### config.mk
export PLATFORM = sky130hd
export DESIGN_NAME = fetch_unit
export DESIGN_NICKNAME = d
export VERILOG_FILES = /design/src/rtl/cpu_pkg.sv /design/src/rtl/fetch_unit_npc_mux.sv /design/src/rtl/fetch_unit.sv
export SDC_FILE = /design/constraint.sdc
export NUM_CORES = 1
export LEC_CHECK = 0
export CAP_MARGIN = 20
export CORE_UTILIZATION = 49
export CTS_BUF_LIST = sky130_fd_sc_hd__clkbuf_4 sky130_fd_sc_hd__clkbuf_8
export DETAILED_ROUTE_END_ITERATION = 8
export PLACE_DENSITY = 0.88
export SLEW_MARGIN = 10
export SYNTH_ARGS = -nofsm -noshare
export SYNTH_HDL_FRONTEND = slang
export SYNTH_SLANG_ARGS = --single-unit
export TNS_END_PERCENT = 10
### constraint.sdc
create_clock -name clk -period 5.05 [get_ports clk]
set_input_delay 0.7575 -clock clk [delete_from_list [all_inputs] [get_ports clk]]
set_output_delay 0.7575 -clock clk [all_outputs]
set_load 0.01 [all_outputs]
### src/rtl/cpu_pkg.sv
// Shared definitions for the pipeline front end.
//   - pcsource encodings driven by the ID stage
//   - fetch state encoding
//   - default bubble word
//   - pc+4 helper shared by the fetch datapath and its models
package cpu_pkg;

    localparam logic [1:0] PCS_PC4 = 2'b00;
    localparam logic [1:0] PCS_BR  = 2'b01;
    localparam logic [1:0] PCS_JR  = 2'b10;
    localparam logic [1:0] PCS_J   = 2'b11;

    localparam logic [31:0] NOP_WORD = 32'h0000_0000;

    typedef enum logic {
        S_BUSY = 1'b0,  // request outstanding to instruction memory
        S_HAVE = 1'b1   // fetched word parked in buf, no request
    } state_t;

    // Sequential successor address; wraps silently at 2^32.
    function automatic logic [31:0] pc_plus4(input logic [31:0] pc);
        return pc + 32'd4;
    endfunction

endpackage

### src/rtl/fetch_unit_npc_mux.sv
// Next-PC selection for the fetch stage.
// Ports:
//   pc        in  current fetch PC
//   pcsource  in  ID-stage select (pc+4 / branch / jr / jump)
//   bpc, rpc, jpc in candidate targets
//   pc4       out pc+4 (wrapping)
//   npc       out selected next PC
module npc_mux
    import cpu_pkg::*;
(
    input  logic [31:0] pc,
    input  logic [1:0]  pcsource,
    input  logic [31:0] bpc,
    input  logic [31:0] rpc,
    input  logic [31:0] jpc,
    output logic [31:0] pc4,
    output logic [31:0] npc
);

    // 4:1 next-PC select plus sequential adder.
    always_comb begin
        pc4 = pc_plus4(pc);
        npc = pc4;
        case (pcsource)
            PCS_PC4: npc = pc4;
            PCS_BR:  npc = bpc;
            PCS_JR:  npc = rpc;
            PCS_J:   npc = jpc;
            default: npc = pc4;
        endcase
    end

endmodule

### src/rtl/fetch_unit.sv
// Instruction-fetch stage feeding the IF/ID register.
// Owns the PC, runs a single-outstanding req/ready handshake to instruction
// memory, presents bubbles while memory waits, and remembers a control
// transfer that leaves ID while its delay-slot fetch is still outstanding.
// Ports:
//   clk, rst          clock; synchronous active-high reset
//   wpcir             PC/IR write enable (0 = ID stall)
//   pcsource, bpc, rpc, jpc   next-PC controls and targets from ID
//   imem_req/addr     request to instruction memory (addr = pc)
//   imem_ready/rdata  response; rdata valid while ready=1
//   if_pc4/inst/valid presented instruction for IF/ID
module fetch_unit
    import cpu_pkg::*;
#(
    parameter logic [31:0] RESET_PC = 32'h0000_0000,
    parameter logic [31:0] NOP_INST = NOP_WORD
) (
    input  logic        clk,
    input  logic        rst,
    input  logic        wpcir,
    input  logic [1:0]  pcsource,
    input  logic [31:0] bpc,
    input  logic [31:0] rpc,
    input  logic [31:0] jpc,
    output logic        imem_req,
    output logic [31:0] imem_addr,
    input  logic        imem_ready,
    input  logic [31:0] imem_rdata,
    output logic [31:0] if_pc4,
    output logic [31:0] if_inst,
    output logic        if_valid
);

    state_t      state_q,      state_d;
    logic [31:0] pc_q,         pc_d;
    logic [31:0] buf_q,        buf_d;
    logic        redir_pend_q, redir_pend_d;
    logic [31:0] redir_pc_q,   redir_pc_d;

    logic [31:0] pc4_s;
    logic [31:0] mux_npc_s;
    logic [31:0] npc_s;
    logic        valid_s;
    logic        cons_s;

    npc_mux u_npc_mux (
        .pc       (pc_q),
        .pcsource (pcsource),
        .bpc      (bpc),
        .rpc      (rpc),
        .jpc      (jpc),
        .pc4      (pc4_s),
        .npc      (mux_npc_s)
    );

    // Presentation to IF/ID; a word straight off the memory bus bypasses buf.
    always_comb begin
        valid_s  = 1'b0;
        imem_req = 1'b0;
        if_inst  = NOP_INST;
        if_pc4   = RESET_PC + 32'd4;
        if (rst) begin
            valid_s  = 1'b0;
            imem_req = 1'b0;
            if_inst  = NOP_INST;
            if_pc4   = RESET_PC + 32'd4;
        end else begin
            imem_req = (state_q == S_BUSY);
            if_pc4   = pc4_s;
            if (state_q == S_HAVE) begin
                valid_s = 1'b1;
                if_inst = buf_q;
            end else if (imem_ready) begin
                valid_s = 1'b1;
                if_inst = imem_rdata;
            end else begin
                valid_s = 1'b0;
                if_inst = NOP_INST;
            end
        end
        imem_addr = pc_q;
        if_valid  = valid_s;
        cons_s    = wpcir & valid_s;
        // A remembered redirect overrides whatever ID shows (ID holds a bubble).
        npc_s     = redir_pend_q ? redir_pc_q : mux_npc_s;
    end

    // Next-state: handshake FSM, PC update and redirect capture/use.
    always_comb begin
        state_d      = state_q;
        pc_d         = pc_q;
        buf_d        = buf_q;
        redir_pend_d = redir_pend_q;
        redir_pc_d   = redir_pc_q;
        if (cons_s) begin
            pc_d         = npc_s;
            state_d      = S_BUSY;
            redir_pend_d = 1'b0;
        end else begin
            case (state_q)
                S_BUSY: begin
                    if (imem_ready) begin
                        // Here wpcir=0: park the word until ID can take it.
                        buf_d   = imem_rdata;
                        state_d = S_HAVE;
                    end else if (wpcir && !redir_pend_q && (pcsource != PCS_PC4)) begin
                        // Control transfer left ID while its delay slot is
                        // still being fetched: keep the target for later.
                        redir_pc_d   = mux_npc_s;
                        redir_pend_d = 1'b1;
                    end else begin
                        state_d = S_BUSY;
                    end
                end
                S_HAVE: begin
                    state_d = S_HAVE;
                end
                default: begin
                    state_d = S_BUSY;
                end
            endcase
        end
    end

    // State registers with synchronous reset.
    always_ff @(posedge clk) begin
        if (rst) begin
            state_q      <= S_BUSY;
            pc_q         <= RESET_PC;
            buf_q        <= NOP_INST;
            redir_pend_q <= 1'b0;
            redir_pc_q   <= 32'h0000_0000;
        end else begin
            state_q      <= state_d;
            pc_q         <= pc_d;
            buf_q        <= buf_d;
            redir_pend_q <= redir_pend_d;
            redir_pc_q   <= redir_pc_d;
        end
    end

endmodule

## Word-level counts from Yosys, hierarchy flattened

Cells that the tools add are included.

- Register bits after elaboration: 98
- Latch bits: 0
- RAM bits: 0
- Bits in read-only memories: 0
- Input port bits: 134
- Output and inout bits: 98
- Word-level logic and storage cells: 33
- Memories: 0

- Add/sub/neg operators: 1
- Multipliers: 0
- Div/mod/pow operators: 0
- Order comparisons: 0
- Eq/ne operators: 3
- Shifts and indexed selects: 0
- Multiplexer cells: 11
- Bitwise logic cells: 4
- Reduce and logical (&&, ||, !) cells: 9

Operators with widths:

| kind | count |
|---|---|
| $mux W32 | 5 |
| $pmux W32 S4 | 1 |
| $add A32 B3 Y32 const B | 1 |
| $reduce_and A3 Y1 | 2 |
| $eq A2 B2 Y1 const B | 2 |
| $mux W1 | 4 |
| $reduce_and A4 Y1 | 1 |
| $not A1 Y1 | 3 |
| $eq A2 B1 Y1 const B | 1 |
| $logic_and A1 B1 Y1 | 2 |
| $logic_not A2 Y1 | 1 |
| $pmux W1 S2 | 1 |
| $reduce_bool A2 Y1 | 1 |
| $reduce_or A2 Y1 | 1 |
| $and A1 B1 Y1 | 1 |
| $logic_not A1 Y1 | 1 |

## Depth between registers and ports, before layout

- Depth in word-level cells: 6
- Depth in mapped cells: 8
- Depth with buffers taken out: 6

## By module

A second synthesis with hierarchy kept.

- Cell total of the unflattened synthesis: 732
- Area total of the unflattened synthesis: 6292.3 um^2

Modules (own cells, without submodules):

| module | instances | cells an instance | area each (um^2) | sequential area each (um^2) |
|---|---|---|---|---|
| fetch_unit | 1 | 593 | 4868.4 | 1961.9 |
| npc_mux | 1 | 139 | 1423.9 | 0.0 |

## Worst setup path before layout

OpenSTA, ideal clock, no wires.

- Kind: flip-flop to output port
- Start: register pc_q[5], in the netlist imem_addr[5]
- End: output if_pc4[16]
- Data arrival time: 1916 ps
- Data required time: 4293 ps
- Setup slack: 2377 ps
- Stages on the path, launching flop included: 5
- Path buffers: 0
- Cells stage by stage: dfxtp_1 nand4_4 or4_4 or3_2 a21oi_1

- Cells in the longest elaborated chain, start to end: 2

RTL lines:

| element | line | text |
|---|---|---|
| start: declaration | fetch_unit.sv:35 | `logic [31:0] pc_q, pc_d;` |
| start signal: assignment | fetch_unit.sv:135 | `pc_q <= pc_d;` |
| $add A32 B3 Y32 | cpu_pkg.sv:22 | `return pc + 32'd4;` |
| $mux W32 | fetch_unit.sv:62 | `if (rst) begin` |
| end: declaration | fetch_unit.sv:29 | `output logic [31:0] if_pc4,` |

No other way between the ends.

## Worst setup path in the final report

- Start: register pc_q[2], in the netlist imem_addr[2]
- End: output if_pc4[28]

The elaborated chain is that of the path after synthesis.

==> impl_metrics.xml <==
<?xml version="1.0" encoding="UTF-8"?>
<metrics>
  <group name="status">
    <metric name="result_of_the_run" unit="">complete, no violations</metric>
  </group>
  <group name="cts">
    <metric name="cts-buffers-inserted" unit="">9</metric>
    <metric name="cts-hold-fix-buffers" unit="">0</metric>
    <metric name="root_buffer" unit="">clkbuf_8</metric>
    <metric name="insertion_delay" unit="ns">0.38</metric>
    <metric name="cts_htree_levels" unit="">3</metric>
    <metric name="clkTransAtPathRegs" unit="ns">0.09</metric>
    <metric name="tritoncts_num_sinks" unit="">98</metric>
    <metric name="cts.repair.resized" unit="">0</metric>
    <metric name="postCtsSetupBuffers" unit="">0</metric>
    <metric name="cts_max_path_buffers" unit="">2</metric>
    <metric name="clock_tree_from_tritoncts" unit="">built</metric>
  </group>
  <group name="drt">
    <metric name="remaining_drc_errors" unit="">0</metric>
    <metric name="vias" unit="">7018</metric>
    <metric name="drt_first_pass_iters" unit="">5</metric>
    <metric name="ant_nets" unit="">0</metric>
    <metric name="avgRoutedWirePerCell" unit="microns">16.9</metric>
    <metric name="postRouteWirelength" unit="microns">20200</metric>
    <metric name="detail_route.iter0.violations" unit="">601</metric>
    <metric name="routed_via_density" unit="">5.87</metric>
  </group>
  <group name="logic_synthesis">
    <metric name="yosys_warnings" unit="">0</metric>
    <metric name="synth.yosys.seq_area_share" unit="%">32.8</metric>
    <metric name="synthesis.nets" unit="">996</metric>
    <metric name="ys_async_sr_fraction" unit="%">0</metric>
    <metric name="synth_enable_flop_cells" unit="">0</metric>
    <metric name="combined_area_of_all_synthesized_cells" unit="sq mm">0.00598</metric>
    <metric name="syn_avg_cell_area" unit="sq um">6.95</metric>
    <metric name="netlist_instances" unit="">861</metric>
    <metric name="synth-seq-cells" unit="">98</metric>
    <metric name="synth.lib_cells_used.distinct" unit="">59</metric>
    <metric name="ys_dominant_reg_cell" unit="">dfxtp_1</metric>
  </group>
  <group name="timing">
    <metric name="post-route-min-period" unit="ns">3.79</metric>
    <metric name="fmaxAchievable" unit="MHz">264</metric>
    <metric name="fin_worst_hold_slack" unit="ns">0.459</metric>
    <metric name="final.setup.tns" unit="ns">0</metric>
    <metric name="final_critical_path_setup_slack" unit="ns">1.26</metric>
    <metric name="final_hold_viols" unit="">0</metric>
    <metric name="timing_worst_slew_pin_value" unit="ns">0.835</metric>
    <metric name="unrepaired_setup_endpoints_after_global_routing" unit="">false</metric>
    <metric name="slew_headroom" unit="%">44.2</metric>
    <metric name="final_max_slew_viol_count" unit="">0</metric>
    <metric name="period_share" unit="%">75.0</metric>
    <metric name="final.setup_skew" unit="ns">0.0148</metric>
    <metric name="final-setup-viol-count" unit="">0</metric>
  </group>
  <group name="setup_path">
    <metric name="critical_path_endpoint_category" unit="">primary output</metric>
    <metric name="timing_worst_setup_path_type" unit="">reg -&gt; out</metric>
    <metric name="crit_path_cell_trace" unit="">ha_1 -&gt; nand3_1 -&gt; nor4_1 -&gt; nand4_1 -&gt; xnor2_1 -&gt; nor2_1 -&gt; clkdlybuf4s50_1</metric>
    <metric name="crit_path_max_incr_delay" unit="ns">0.59</metric>
    <metric name="timing.critical_path.slowest_stage_cell" unit="">nor4_1</metric>
    <metric name="cp.buffers_inverters" unit="">1</metric>
    <metric name="critical_path.startpoint_type" unit="">flop</metric>
    <metric name="cp_data_arrival_time" unit="ns">3.03</metric>
    <metric name="worstPathMaxFanout" unit="">7</metric>
    <metric name="worst_path_dominant_cell_family" unit="">simple AND/OR/NAND/NOR gates</metric>
    <metric name="worst-endpoint-required" unit="ns">4.29</metric>
  </group>
  <group name="floorplanning">
    <metric name="std_cell_core_area" unit="sq mm">0.0117</metric>
    <metric name="dieArea" unit="sq mm">0.0127</metric>
    <metric name="num_io_pins" unit="">232</metric>
    <metric name="die_height" unit="microns">112</metric>
    <metric name="placement_rows" unit="">39</metric>
    <metric name="floorplan.initialDensity" unit="%">51.3</metric>
    <metric name="floorplan.die.width" unit="microns">112</metric>
  </group>
  <group name="global_routing">
    <metric name="grt_pass1_vias" unit="">6375</metric>
    <metric name="grt.met3_usage" unit="%">4.54</metric>
    <metric name="top_usage_layer" unit="">met2</metric>
    <metric name="global_route.usage.met1" unit="%">38.1</metric>
    <metric name="globalRouteMet2Util" unit="%">55.7</metric>
    <metric name="globalRoute.totalOverflow" unit="">0</metric>
    <metric name="grt_first_pass_wirelength" unit="microns">31800</metric>
    <metric name="grt_antenna_before_repair" unit="">0</metric>
    <metric name="grt_start_max_net_pins" unit="">71</metric>
    <metric name="grt_usage" unit="%">31.6</metric>
  </group>
  <group name="final_layout">
    <metric name="finish.utilization" unit="%">73.0</metric>
    <metric name="layout-drive-gt1-share" unit="%">5.51</metric>
    <metric name="fin_nets" unit="">1182</metric>
    <metric name="inserted_diodes" unit="">0</metric>
    <metric name="area_growth_from_synthesis_to_layout" unit="%">42.3</metric>
    <metric name="final.fill_count" unit="">949</metric>
  </group>
  <group name="place">
    <metric name="detailed_place_hpwl" unit="microns">14300</metric>
    <metric name="place_ws" unit="ns">1.25</metric>
    <metric name="io_buffer_count" unit="">231</metric>
    <metric name="globalplace.congestion" unit="">0.944</metric>
  </group>
  <group name="pwr">
    <metric name="power_per_cell_area" unit="mW/mm^2">224</metric>
    <metric name="p_leak" unit="nW">3.21</metric>
    <metric name="report.power.total" unit="mW">1.90</metric>
    <metric name="irDropWorstVdd" unit="V">0.000132</metric>
  </group>
  <group name="flow_run">
    <metric name="cap_viol_max_count" unit="">0</metric>
  </group>
  <group name="min_path">
    <metric name="min_path_type" unit="">reg -&gt; reg</metric>
  </group>
</metrics>
[per-stage QoR]
| stage | area, sq um | instances |
|---|---|---|
| after global placement | 8310 | 1178 |
| after floorplan | 5980 | 861 |
| after detailed placement | 8310 | 1178 |
| after global routing | 8510 | 1195 |
| final | 8510 | 1195 |
| after CTS | 8490 | 1194 |
[synthesized netlist by cell type, types with 2 or more instances]
master / instances / area (sq um)
xor2_1: 15 / 131
o21a_1: 5 / 37.5
o211ai_1: 8 / 60.1
nand2_1: 154 / 578
nand2b_1: 2 / 12.5
buf_2: 10 / 50.1
nand4_1: 10 / 62.6
buf_1: 8 / 30.0
a211oi_1: 12 / 90.1
nor3b_1: 2 / 15.0
a31o_2: 2 / 17.5
nor2b_1: 4 / 25.0
clkbuf_1: 54 / 203
nor3_1: 16 / 80.1
a21o_1: 2 / 15.0
nor2_1: 158 / 593
inv_1: 13 / 48.8
o311ai_0: 6 / 52.6
xnor2_1: 10 / 87.6
and4_1: 2 / 17.5
mux2i_1: 21 / 210
clkinv_1: 2 / 7.51
a221oi_1: 7 / 61.3
a311oi_1: 3 / 26.3
or3_1: 4 / 25.0
a31oi_1: 8 / 50.1
a221o_1: 5 / 50.1
nor4_1: 6 / 37.5
a21oi_1: 96 / 480
nand3_1: 27 / 135
mux2_2: 8 / 90.1
o31a_1: 2 / 17.5
and3_1: 11 / 68.8
o21ai_0: 32 / 160
and2_1: 7 / 43.8
mux4_2: 4 / 90.1
dfxtp_1: 98 / 1960
o22ai_1: 5 / 31.3
o311a_1: 2 / 20.0
[report_power, final]
| group | internal (mW) | leakage (nW) | total [mW] | switching, mW |
|---|---|---|---|---|
| clock network | 0.211 | 0.0958 | 0.491 | 0.280 |
| logic | 0.275 | 2.31 | 0.531 | 0.255 |
| registers | 0.826 | 0.804 | 0.882 | 0.0562 |
[placed cells by master (no fill, tap or decap), types with 10 or more instances in the layout]
master and n:
mux2i_1 21, nor2_1 158, clkbuf_8 11, nand2_1 154, nand4_1 10, clkdlybuf4s50_1 229
xor2_1 15, buf_4 16, nor3_1 16, a21oi_1 96, a211oi_1 12, xnor2_1 10
dfxtp_1 97, nand3_1 27, o21ai_0 32, inv_1 13, and3_1 11
[routing by layer]
metal  part of all wire, %  vias to the layer above  wire (microns)
met3                   7.6                       62            1540
met5                     0                        -               0
met4                   3.1                        0             627
met2                    49                      353            9940
met1                    40                     3257            8080
li1                      -                     3346               -
[path summary, 6_finish.rpt]
check / start / endpoint / slack, ns / depth (start not counted)
setup / recovery: imem_addr[2] / if_pc4[28] / 1.26 / 7
hold / removal: buf_q[31] / buf_q[31] / 0.46 / 2
setup reg to reg: redir_pend_q / imem_addr[9] / 2.56 / 5
hold reg to reg: buf_q[31] / buf_q[31] / 0.46 / 2
[cells by family (layout without fill, tap and decap cells)]
kind of cell,count (synthesis),in the layout,synth area share (%)
AOI/OAI and AO/OA,204,204,20.9
xor gates and xnor gates,25,25,3.66
adders and majority gates,1,1,0.209
buffers and inverters,87,278,5.67
DFF,98,98,32.8
muxes,33,33,6.53
and+or+nand+nor,413,413,30.2
[layout make-up]
cell class / count / area [sq um] / area share, %
clock inverter: 4 / 26.3 / 0.309
tap: 143 / 179 / 2.10
multi-input combinational: 676 / 3690 / 43.4
clock buffer: 12 / 159 / 1.87
inverter: 15 / 56.3 / 0.661
timing repair buffer: 247 / 2440 / 28.6
sequential: 98 / 1960 / 23.1
[worst register-to-register path: cells and delay by family, from the launching register on]
kind / cells / cell delay [ns]
AO/OA/AOI/OAI: 2 / 0.37
buffers and inverters: 2 / 1.17
flip-flops: 1 / 0.32
AND/OR/NAND/NOR: 1 / 0.51
[registers in the layout, indices dropped and copies added, names as in the netlist]
signal        flops
state_q           1
buf_q            32
imem_addr        32
redir_pc_q       32
redir_pend_q      1
Note: power is estimated with default switching activity, not from simulation.
==> variant, RTL diff (same settings) <==
Make the reset (`rst`) asynchronous in one clocked block. Comments in the files are not updated.
--- a/src/rtl/fetch_unit.sv
+++ b/src/rtl/fetch_unit.sv
@@ -124,5 +124,5 @@
 
     // State registers with synchronous reset.
-    always_ff @(posedge clk) begin
+    always_ff @(posedge clk or posedge rst) begin
         if (rst) begin
             state_q      <= S_BUSY;
Function: differs if rst is asserted again (counterexample within 4 cycles, from zero or initial values and one cycle with rst high); with rst held inactive, the same outputs for 4 cycles.
==> variant against the original RTL <==
Sequential cell count unchanged. Highest routed layer unchanged. Count of clock-buffer cells in the layout is 2 lower. Cell area increased by 5.5%. Clock skew shrank 0.0055 ns. Worst setup slack got worse by 0.28 ns. Fmax is 6.9% lower. Area after synthesis increased by 6.6%. Wire length shrank 1.5%. Synthesized cell count decreased by 12%.
Power is not compared: it rests on default switching activity, and its combinational part moved more than twofold at a synthesized area within 25%.
==> variant: results (changes against the original RTL) <==
set qor(cp_data_arrival_time_ns) 3.31 ;# +0.28 ns
set qor(vias_per_instance) 5.82 ;# -0.91%
set qor(numPlacedInstances) 1107 ;# -6.0%
set qor(max_slew.worst_pin.slew_ns) 0.989 ;# +0.154 ns
set qor(clockRootBuffer) {sky130_fd_sc_hd__clkbuf_8}
set qor(maximum_number_of_pins_on_one_net_before_global_route_repair) 83 ;# +17%
set qor(p_leak_nw) 3.62
set qor(synth.yosys.seq_area_share) 0.384 ;# +0.0565
set qor(drtIter0Drc) 455 ;# -24%
set qor(async_flop_share) 1.00 ;# +1.00
set qor(diodes) 0 ;# unchanged
set qor(synth.top_cells.by_area) {sky130_fd_sc_hd__dfrtp_1, sky130_fd_sc_hd__mux2_2, sky130_fd_sc_hd__nand2_1, sky130_fd_sc_hd__nor2_1, sky130_fd_sc_hd__a21oi_1}
set qor(layout-drive-gt1-share) 0.101 ;# +0.0456
set qor(clock_power_share) 0.182
set qor(antenna_left) 0 ;# unchanged
set qor(drtPass1Iterations) 5 ;# unchanged
set qor(cts-buffers-inserted) 9 ;# unchanged
set qor(syn_nets) 893 ;# -10%
set qor(path_max_fanout) 10 ;# +3
set qor(irDropWorstVdd_v) 0.000177
set qor(track_usage) 0.298 ;# -0.0178
set qor(avgSynthCellArea_um2) 8.42 ;# +21%
set qor(netlist_top_cells_count) {sky130_fd_sc_hd__nand2_1, sky130_fd_sc_hd__nor2_1, sky130_fd_sc_hd__dfrtp_1, sky130_fd_sc_hd__a21oi_1}
set qor(htree_levels) 3 ;# unchanged
set qor(grt_pass1_wl_um) 30900 ;# -3.0%
set qor(grt_pass1_vias) 6271 ;# -1.6%
set qor(place_hpwl_um) 14500 ;# +1.6%
set qor(synth-warning-count) 0 ;# unchanged
set qor(post_place_worst_slack_ns) 1.28 ;# +0.0381 ns
set qor(run_status) {finished, final reports clean}
set qor(synth.lib_cells_used.distinct) 58 ;# -1.7%
set qor(grt_antenna_before_repair) 0 ;# unchanged
set qor(routed_wire_length_per_instance_um) 17.7 ;# +4.6%
set qor(place.gp.congestion) 0.835 ;# -11%
set qor(final.setup_skew_ns) 0.00930 ;# -0.00553 ns
set qor(vias) 6547 ;# -6.7%
[variant: through the flow]
stage,area [um2],hold slack [ns]
after floorplan,6380,0.438
after global placement,8720,0.452
after detailed placement,8720,0.463
after CTS,8920,0.485
after global routing,8980,0.506
final,8980,0.481
[variant: critical path, stage by stage, from the launching register on]
cell,delay (ns)
sky130_fd_sc_hd__dfrtp_1,0.47
sky130_fd_sc_hd__ha_1,0.24
sky130_fd_sc_hd__nand3_2,0.18
sky130_fd_sc_hd__nor4_2,0.89
sky130_fd_sc_hd__nand3_1,0.29
sky130_fd_sc_hd__xor2_1,0.22
sky130_fd_sc_hd__nor2_1,0.10
sky130_fd_sc_hd__clkdlybuf4s50_1,0.54
[variant: worst paths after layout]
check | startpoint | endpoint | slack, ns | cells past startpoint
max in group asynchronous | rst | imem_addr[24] | 3.52 | 4
max | imem_addr[2] | if_pc4[24] | 0.98 | 7
min in group asynchronous | rst | redir_pc_q[2] | 0.61 | 2
min reg2reg | redir_pc_q[8] | redir_pc_q[8] | 0.48 | 2
min | redir_pc_q[8] | redir_pc_q[8] | 0.48 | 2
max reg2reg | state_q | buf_q[7] | 2.35 | 5
[variant: kinds of logic after synthesis]
kind of cell / Yosys count / synth area share
and+or+nand+nor: 316 / 0.234
AOI/OAI and AO/OA: 178 / 0.174
muxes: 67 / 0.127
DFF: 98 / 0.384
buffers and inverters: 76 / 0.0483
adders and majority gates: 1 / 0.00196
xor gates and xnor gates: 22 / 0.0302
[variant: metal layers]
metal | wire, um | GRT usage
met1 | 7540 | 0.344
met3 | 1890 | 0.0711
met5 | 0 | 0
met4 | 516 | 0.120
met2 | 9940 | 0.532
[variant: cell type report]
cell class / instances / area [um2]
Clock buffer: 10 / 131
Sequential cell: 98 / 2450
Clock inverter: 6 / 71.3
Inverter: 9 / 36.3
Multi-Input combinational cell: 584 / 3620
Fill cell: 988 / 3690
Timing Repair Buffer: 246 / 2450
Tap cell: 172 / 215
[variant: power groups by stage]
stage / Combinational, mW / Sequential [mW] / Clock [mW]
6_report: 1.18 / 1.25 / 0.541
3_3_place_gp: 1.14 / 1.24 / 0
5_1_grt: 1.28 / 1.28 / 0.577
3_5_place_dp: 1.17 / 1.26 / 0
4_1_cts: 1.17 / 1.24 / 0.548
2_1_floorplan: 0.635 / 1.20 / 0
